## src/rtl/peak_bin_detect.sv

```systemverilog
// Scans FFT RAM 1 over bins BIN_LO..BIN_HI and reports the bin with the highest power.
// A valid tag and bin index travel with each read, through read, power and compare.
//
// state | meaning
// IDLE  | after reset, waiting for start
// SCAN  | issuing read addresses BIN_LO..BIN_HI, one per cycle
// DRAIN | address sweep finished, in-flight bins still retiring
// DONE  | result valid, rdaddr1 parked on maxbin
module peak_bin_detect #(
  parameter int BIN_LO = 1,
  parameter int BIN_HI = 511
) (
  input  logic        clk,
  input  logic        reset,
  input  logic        start,
  input  logic [27:0] minpwr,
  input  logic [27:0] ram1q,
  output logic [9:0]  rdaddr1,
  output logic [9:0]  maxbin,
  output logic [27:0] maxpwr,
  output logic        found,
  output logic        detectdone,
  output logic        busy
);

  typedef enum logic [1:0] {IDLE, SCAN, DRAIN, DONE} state_t;

  state_t      state;
  logic        v1, v2;
  logic [9:0]  bin1, bin2;
  logic [27:0] pwr2;
  logic [27:0] runmax;
  logic [9:0]  runbin;

  logic signed [13:0] re, im;
  logic signed [27:0] re_ext, im_ext, re_sq, im_sq;
  logic        [27:0] pwr_c;

  // Each square is at most 2^26, so the 28-bit unsigned sum never wraps.
  assign re     = ram1q[27:14];
  assign im     = ram1q[13:0];
  assign re_ext = 28'(re);
  assign im_ext = 28'(im);
  assign re_sq  = re_ext * re_ext;
  assign im_sq  = im_ext * im_ext;
  assign pwr_c  = $unsigned(re_sq) + $unsigned(im_sq);

  always_ff @(posedge clk or negedge reset) begin
    if (!reset) begin
      state      <= IDLE;
      rdaddr1    <= '0;
      maxbin     <= '0;
      maxpwr     <= '0;
      found      <= 1'b0;
      detectdone <= 1'b0;
      busy       <= 1'b0;
      v1         <= 1'b0;
      v2         <= 1'b0;
      bin1       <= '0;
      bin2       <= '0;
      pwr2       <= '0;
      runmax     <= '0;
      runbin     <= '0;
    end else begin
      v1   <= (state == SCAN);
      bin1 <= rdaddr1;
      v2   <= v1;
      bin2 <= bin1;
      pwr2 <= pwr_c;

      // Strict greater-than keeps the lower bin on ties.
      if (v2 && (pwr2 > runmax)) begin
        runmax <= pwr2;
        runbin <= bin2;
      end

      case (state)
        IDLE, DONE: begin
          if (start) begin
            state      <= SCAN;
            rdaddr1    <= 10'(BIN_LO);
            runmax     <= '0;
            runbin     <= 10'(BIN_LO);
            found      <= 1'b0;
            detectdone <= 1'b0;
            busy       <= 1'b1;
          end
        end
        SCAN: begin
          if (rdaddr1 == 10'(BIN_HI)) state <= DRAIN;
          else                        rdaddr1 <= rdaddr1 + 10'd1;
        end
        DRAIN: begin
          if (!v1 && !v2) begin
            state      <= DONE;
            maxbin     <= runbin;
            maxpwr     <= runmax;
            found      <= (runmax >= minpwr);
            detectdone <= 1'b1;
            busy       <= 1'b0;
            rdaddr1    <= runbin;
          end
        end
        default: state <= IDLE;
      endcase
    end
  end

endmodule

```

## config.mk

```make
export PLATFORM = sky130hd
export DESIGN_NAME = peak_bin_detect
export DESIGN_NICKNAME = d
export VERILOG_FILES = /design/src/rtl/peak_bin_detect.sv
export SDC_FILE = /design/constraint.sdc
export NUM_CORES = 1
export LEC_CHECK = 0
export BUFFER_PORTS_ARGS = -buffer_cell sky130_fd_sc_hd__buf_2
export CAP_MARGIN = 40
export CORE_MARGIN = 3
export CORE_UTILIZATION = 40
export CTS_CLUSTER_DIAMETER = 40
export CTS_CLUSTER_SIZE = 12
export DETAILED_ROUTE_END_ITERATION = 8
export PLACE_DENSITY = 0.6
export SLEW_MARGIN = 10
export SYNTH_ARGS = -nofsm -noshare
export SYNTH_HDL_FRONTEND = slang
export SYNTH_SLANG_ARGS = --single-unit
export TNS_END_PERCENT = 30
```

## constraint.sdc

```tcl
create_clock -name clk -period 2.3 [get_ports clk]
set_clock_uncertainty 0.15 [all_clocks]
set_input_delay 0.69 -clock clk [delete_from_list [all_inputs] [get_ports clk]]
set_output_delay 0.69 -clock clk [all_outputs]
set_load 0.01 [all_outputs]
```

# After elaboration in Yosys (flattened, before gate mapping)
# Cells that the tools add are included.
# classes
n_addsub	2
mul	2
magnitude_cmp	2
n_eq_ne	8
n_mux	22
reduce_logical	11
# op_table
op	n
$mux 28	3
$mux 10	6
$mul 14x14->28	2
$pmux 10 s3	1
$add 28x28->28	1
$ge 28x28->1	1
$gt 28x28->1	1
$add 10x1->10 const B	1
$eq 10x9->1 const B	1
$reduce_and 3->1	3
$mux 2	3
$ne 2x2->1 const B	3
$pmux 1 s2	3
$pmux 2 s3	1
$mux 1	5
$eq 2x2->1 const B	2
$eq 2x1->1 const B	1
$logic_and 1x1->1	2
$logic_not 1->1	2
$logic_not 2->1	1
$ne 2x1->1 const B	1
$reduce_and 2->1	1
$reduce_bool 2->1	1
$reduce_or 2->1	1
# word_totals
register_bits	141

# Logic depth before layout (Yosys ltp)
# Gate-level depths: netlist (run 1).
# depth
depth_word	5
depth_mapped	25
ltp_nobuf	24

# Worst setup path after synthesis (run 1)
# No wires, ideal clock.
# synth_path
kind	in2reg
startpoint	input port ram1q[13]
endpoint	register pwr2[24]
setup_time_ns	0.134
arrival_time_ns	7.033
t_required_ns	2.016
slack_ns	-5.017
cell_stages	23
path_buffers	1
path_cell_list	clkbuf_1 -> nand2_1 -> inv_1 -> fa_1 -> inv_1 -> fa_1 -> inv_1 -> fa_1 -> fa_1 -> fa_1 -> fa_1 -> inv_1 -> fa_1 -> inv_1 -> ha_1 -> ha_1 -> a21oi_1 -> o21ai_0 -> nor3_1 -> a21oi_1 -> a2111oi_0 -> o21bai_1 -> xor2_1
# synth_via
elab_chain_cells	2
# synth_lines
item	line_no	text
start, declared	17	input logic [27:0] ram1q,
$mul 14x14->28	45	assign im_sq = im_ext * im_ext;
$add 28x28->28	46	assign pwr_c = $unsigned(re_sq) + $unsigned(im_sq);
via pwr_c[24]	37	logic [27:0] pwr_c;
end signal, assigned	69	pwr2 <= pwr_c;
end, declared	31	logic [27:0] pwr2;
# The timed path passes the listed nets, and every way through them passes these cells.
# A chain may end at the register's enable or synchronous reset.

# Final worst setup path (run 1)
# layout_path
startpoint	input port ram1q[20]
endpoint	register pwr2[25]
# layout_via
elab_chain_cells	2
# layout_lines
item	line_no	text
$mul 14x14->28	44	assign re_sq = re_ext * re_ext;
$add 28x28->28	46	
via pwr_c[25]	37	
# The timed path passes the listed nets, and every way through them passes these cells.

==> impl_metrics.env, run 1 <==
export IMPL_ant_nets=0
export IMPL_slew_headroom_pct=71.95
export IMPL_htreeDepth=4
export IMPL_vias=14020
export IMPL_status="finished with violations"
export IMPL_critPathRequiredTime_ns=2.49
export IMPL_dieHeight_um=229.1
export IMPL_dp_cells=2949
export IMPL_setup_viol=63
export IMPL_path_cells="buf_8 > inv_1 > buf_4 > fa_1 > fa_1 > fa_1 > inv_2 > fa_1 > fa_2 > fa_1 > fa_1 > ha_4 > ha_4 > a21o_1 > a211oi_4 > o221ai_4 > buf_6 > a211o_1 > a21oi_2 > xnor2_1"
export IMPL_layout_drive_gt1_share_pct=29.68
export IMPL_grt_pass1_vias=15920
export IMPL_initial_core_util_pct=40.59
export IMPL_cts_buffers=17
export IMPL_rsz0062_at_grt="true"
export IMPL_worstPathArrival_ns=6.63
export IMPL_yosys_warnings=0
export IMPL_track_usage_pct=18.86
export IMPL_die_x_um=229.1
export IMPL_core_sq_mm=0.04905
export IMPL_synth_top_area_share_pct=40.42
export IMPL_syn_inst=1934
export IMPL_min_path_type="in -> async"
export IMPL_max_cap_viol_count=0
export IMPL_totalWireLength_um=47940
export IMPL_grt_pass1_wl_um=80470
export IMPL_synth_edf_count=0
export IMPL_crit_top_cell="fa_1"
export IMPL_dr_first_iter_drc_count=782
export IMPL_maxSlewViolCount=0
export IMPL_ios=110
export IMPL_synth_area_leaders="fa_1 (40%), dfrtp_1 (18%), ha_1 (11%)"
export IMPL_layout_min_cycle_time_ns=6.448
export IMPL_nFillCells=4378
export IMPL_dp_hpwl_um=41690
export IMPL_avgSynthCellArea_sq_um=10.29
export IMPL_dpl_instance_area_sq_mm=0.02368
export IMPL_synth_flop_cell="dfrtp_1"
export IMPL_final_core_util_pct=51.63
export IMPL_seq_area_sq_mm=0.003528
export IMPL_cts_buffer_depth=2
export IMPL_yosysTopAreaCell="fa_1"
export IMPL_max_stage_delay_ns=0.61
export IMPL_min_period_over_period_pct=280.3
export IMPL_r2r_cells=8
export IMPL_worstPathMaxFanout=5
export IMPL_portBuffers=109
export IMPL_worstMarginPinSlew_ns=0.4208
export IMPL_syn_num_nets=2573
export IMPL_mostFrequentLayoutCells="inv_1 (488), fa_1 (362), buf_4 (284)"
export IMPL_setup_ws_ns=-4.148
export IMPL_clk_latency_ns=0.42
export IMPL_gp_congestion=0.9110
export IMPL_wl_per_cell_um=15.96
export IMPL_antenna_found_initial=1
export IMPL_critPathKind="in -> reg"
export IMPL_syn_area_sq_mm=0.01991
export IMPL_ys_types=48
export IMPL_violations="setup timing"
export IMPL_die_area_sq_mm=0.05249
export IMPL_multi_input_area_sq_mm=0.01517
export IMPL_cp_slowest_cell="fa_1"
export IMPL_cts_root_buffer_cell="clkbuf_16"
export IMPL_final_setup_tns_ns=-98.18
export IMPL_crit_path_start_kind="primary input"
export IMPL_drc_errors=0
export IMPL_fmax_ghz=0.1551
export IMPL_cts_tree="built"
export IMPL_grt_max_degree=51
export IMPL_cts_sinks=141
export IMPL_hold_viol_final=0
export IMPL_viasPerCell=4.668
export IMPL_drt_pass1_iterations=6
export IMPL_fp_row_count=81
export IMPL_syn2layout_area_growth_pct=27.20
export IMPL_synth_seq_cells=141
export IMPL_ys_seq_area_share_pct=17.72
export IMPL_final_area_sq_mm=0.02532
export IMPL_gr_total_overflow=0
export IMPL_clkTransAtPathRegs_ns=0.06
export IMPL_nets=2964
export IMPL_cts_hold_buf=0
export IMPL_async_reset_ff_share_pct=100.0
export IMPL_end_kind="flop"
export IMPL_fin_cells=3003
export IMPL_layout_commonest_cell="inv_1"
==> area by class of cell <==
type                            instances  area share, %
Multi-Input combinational cell       1219          59.89
Sequential cell                       141          13.93
Timing Repair Buffer                  421          12.89
Inverter                              525          7.831
Tap cell                              664          3.281
Clock buffer                           19          1.709
Clock inverter                         13         0.4644
Antenna cell                            1       0.009881
==> routing by layer <==
metal / GRT usage, % / up-vias / share of wire, %
li1: - / 6563 / -
met1: 25.11 / 7093 / 44
met2: 32.77 / 299 / 49
met3: 2.226 / 64 / 4.1
met4: 5.078 / 0 / 2.3
met5: 0 / - / 0
==> flip-flops by register name, summed over array words and instances (netlist names) <==
name	count
state	2
found	1
v2	1
v1	1
maxbin	10
maxpwr	28
pwr2	28
runmax	28
bin2	10
detectdone	1
bin1	10
runbin	10
busy	1
rdaddr1	10
==> path summary, 6_finish.rpt <==
| kind | startpoint | endpoint | slack [ns] |
|---|---|---|---|
| max | ram1q[20] | pwr2[25] | -4.15 |
| min | reset | maxpwr[6] | 0.02 |
| max reg2reg | pwr2[26] | runbin[0] | -0.35 |
| min reg2reg | bin1[4] | bin2[4] | 0.19 |
| max in group asynchronous | reset | bin1[4] | 1.35 |
| min in group clk | bin1[4] | bin2[4] | 0.19 |
==> critical path, delay by kind of cell <==
family	cells	cell delay, ns
adder cells (fa/ha/maj)	9	4.21
AO/OA/AOI/OAI	5	1.08
XOR/XNOR	1	0.12
buffers and inverters	5	0.52
==> cell usage after synthesis (all sizes together), types with 5 or more instances <==
cell,count
or2,5
nor2b,9
a21o,19
xnor2,39
xor2,16
o21a,5
mux2,40
nand3,14
and3,6
and2,77
nor3,6
buf,5
mux2i,38
ha,178
nand2,131
inv,525
nand4,15
dfrtp,141
a21oi,41
o21ai,35
clkbuf,44
a211oi,6
nor2,86
nand2b,12
fa,402
==> kinds of logic after synthesis <==
| kind of cell | after synthesis | share of synthesized area [%] |
|---|---|---|
| adders and majority gates | 580 | 51.61 |
| DFF | 141 | 17.72 |
| and+or+nand+nor | 366 | 8.754 |
| muxes | 78 | 4.173 |
| xor gates and xnor gates | 55 | 2.420 |
| AOI/OAI and AO/OA | 140 | 4.381 |
| buffers and inverters | 574 | 10.94 |
==> timing repair <==
item | 4_1_cts | 5_1_grt
buffers inserted | 12 | 12
pin swaps | 107 | 93
resized for setup | 150 | 102
cloned | 0 | 0
setup endpoints to repair | 64 | 64
==> stage by stage <==
step	hold WS (ns)	worst slack, ns
after detailed placement	0.1856	-4.806
after global routing	0.03942	-4.312
after global placement	0.1820	-4.762
after CTS	0.01806	-4.170
final	0.02011	-4.148
after floorplan	0.1812	-4.396
Power of run 1 is left out: the tool's default activity adds up to more than one toggle a clock period on the data nets, which glitch-free logic cannot reach.
==> run 2, diff against run 1 <==
--- a/config.mk
+++ b/config.mk
@@ -7,12 +7,15 @@
 export LEC_CHECK = 0
 export BUFFER_PORTS_ARGS = -buffer_cell sky130_fd_sc_hd__buf_2
 export CAP_MARGIN = 40
+export CELL_PAD_IN_SITES_DETAIL_PLACEMENT = 1
+export CELL_PAD_IN_SITES_GLOBAL_PLACEMENT = 2
 export CORE_MARGIN = 3
-export CORE_UTILIZATION = 40
+export CORE_UTILIZATION = 38
 export CTS_CLUSTER_DIAMETER = 40
 export CTS_CLUSTER_SIZE = 12
 export DETAILED_ROUTE_END_ITERATION = 8
-export PLACE_DENSITY = 0.6
+export PLACE_DENSITY = 0.81
+export SETUP_SLACK_MARGIN = 0.02
 export SLEW_MARGIN = 10
 export SYNTH_ARGS = -nofsm -noshare
 export SYNTH_HDL_FRONTEND = slang
==> impl_metrics.env, run 2 (same netlist as run 1, synthesis figures left out) <==
export IMPL_violations="setup timing"
export IMPL_layout_commonest_cell="inv_1"
export IMPL_vias=14460
export IMPL_grt_pass1_wl_um=91690
export IMPL_grt_max_degree=53
export IMPL_dr_first_iter_drc_count=517
export IMPL_viasPerCell=4.780
export IMPL_rsz0062_at_grt="true"
export IMPL_drc_errors=0
export IMPL_ant_nets=0
export IMPL_worstPathMaxFanout=5
export IMPL_worstMarginPinSlew_ns=0.5152
export IMPL_cts_tree="built"
export IMPL_setup_ws_ns=-4.249
export IMPL_hold_viol_final=0
export IMPL_path_cells="buf_6 > buf_6 > and2_4 > fa_1 > inv_2 > fa_2 > fa_1 > inv_2 > fa_1 > fa_2 > fa_1 > fa_2 > ha_4 > ha_4 > a21o_1 > a211oi_4 > o221ai_4 > buf_6 > a211o_1 > a21oi_2 > xnor2_1"
export IMPL_fmax_ghz=0.1527
export IMPL_portBuffers=109
export IMPL_max_cap_viol_count=0
export IMPL_clk_latency_ns=0.43
export IMPL_core_sq_mm=0.05161
export IMPL_clkTransAtPathRegs_ns=0.06
export IMPL_critPathKind="in -> reg"
export IMPL_min_period_over_period_pct=284.7
export IMPL_min_path_type="in -> async"
export IMPL_max_stage_delay_ns=0.59
export IMPL_gr_total_overflow=0
export IMPL_antenna_found_initial=0
export IMPL_dieHeight_um=234.9
export IMPL_drt_pass1_iterations=4
export IMPL_end_kind="flop"
export IMPL_cp_slowest_cell="fa_2"
export IMPL_critPathRequiredTime_ns=2.49
export IMPL_cts_buffers=17
export IMPL_layout_min_cycle_time_ns=6.549
export IMPL_dp_hpwl_um=48270
export IMPL_slew_headroom_pct=65.66
export IMPL_largestRegisters="maxpwr x28, pwr2 x28, runmax x28"
export IMPL_status="finished with violations"
export IMPL_worstPathArrival_ns=6.74
export IMPL_syn2layout_area_growth_pct=29.25
export IMPL_r2r_cells=8
export IMPL_die_x_um=234.9
export IMPL_nets=2971
export IMPL_layout_drive_gt1_share_pct=30.76
export IMPL_crit_top_cell="fa_1"
export IMPL_maxSlewViolCount=0
export IMPL_totalWireLength_um=56670
export IMPL_cts_buffer_depth=2
export IMPL_wl_per_cell_um=18.74
export IMPL_grt_pass1_vias=17320
export IMPL_initial_core_util_pct=38.57
export IMPL_htreeDepth=4
export IMPL_die_area_sq_mm=0.05518
export IMPL_gp_congestion=0.8872
export IMPL_fp_row_count=83
export IMPL_ios=110
export IMPL_mostFrequentLayoutCells="inv_1 (488), fa_1 (367), buf_4 (290)"
export IMPL_track_usage_pct=20.80
export IMPL_crit_path_start_kind="primary input"
export IMPL_num_antenna_cells=0
export IMPL_setup_viol=63
export IMPL_cts_sinks=141
export IMPL_cts_root_buffer_cell="clkbuf_16"
export IMPL_holdWs_ns=0.05885
[run 2: changes by cell type in the layout (fill, tap and decap cells not counted), sizes merged]
cell / change
buf: +6
bufinv: +6
clkinvlp: -4
inv: -2
clkbuf: +1
clkinv: -1
diode: -1
[run 2: final cells by class]
class	count	area (sq um)
clock inverter	12	241.5
inverter	525	1983
timing repair buffer	428	3358
tap	680	850.8
clock buffer	19	442.9
fill	5606	25880
sequential	141	3528
multi-input combinational	1219	15330
[run 2: through the flow]
| step | cell area, sq um | std cells | setup TNS (ns) | utilization (%) | worst slack, ns |
|---|---|---|---|---|---|
| floorplan | 20360 | 1934 | -94.30 | - | -4.396 |
| global placement | 23640 | 2956 | -114.36 | 45.81 | -4.818 |
| detailed placement | 23640 | 2956 | -118.22 | 45.81 | -4.991 |
| CTS | 25200 | 3003 | -93.82 | 48.82 | -4.259 |
| global route | 25730 | 3024 | -101.59 | 49.86 | -4.393 |
| finish | 25730 | 3024 | -93.38 | 49.86 | -4.249 |
[run 2: repair_timing]
item	in CTS	in global routing
hold buffers	0	0
buffers inserted	17	20
endpoints found under the hold margin	0	0
gates resized for setup	182	92
cloned	0	1
setup endpoints to repair	64	65
pin swaps	108	80
[run 2: worst paths after layout]
| path | startpoint | slack (ns) | end |
|---|---|---|---|
| min in group clk | bin1[2] | 0.20 | bin2[2] |
| min reg2reg | bin1[2] | 0.20 | bin2[2] |
| max | ram1q[17] | -4.25 | pwr2[25] |
| max in group asynchronous | reset | 1.31 | maxpwr[23] |
| min | reset | 0.06 | maxpwr[3] |
| max reg2reg | pwr2[27] | -0.20 | runbin[0] |
[run 2: worst max-delay path: cells and delay by family]
family	cells	cell delay, ns
buf+inv	5	0.47
fa+ha+maj	9	4.07
compound gates	5	1.22
xor+xnor	1	0.13
simple gates	1	0.15
[run 2: metal layers]
layer | global-route usage (%) | share of wire (%)
met1 | 25.80 | 42
met2 | 38.56 | 53
met3 | 2.031 | 2.5
met4 | 5.658 | 2.2
met5 | 0 | 0
Power of run 2 is left out for the same reason.
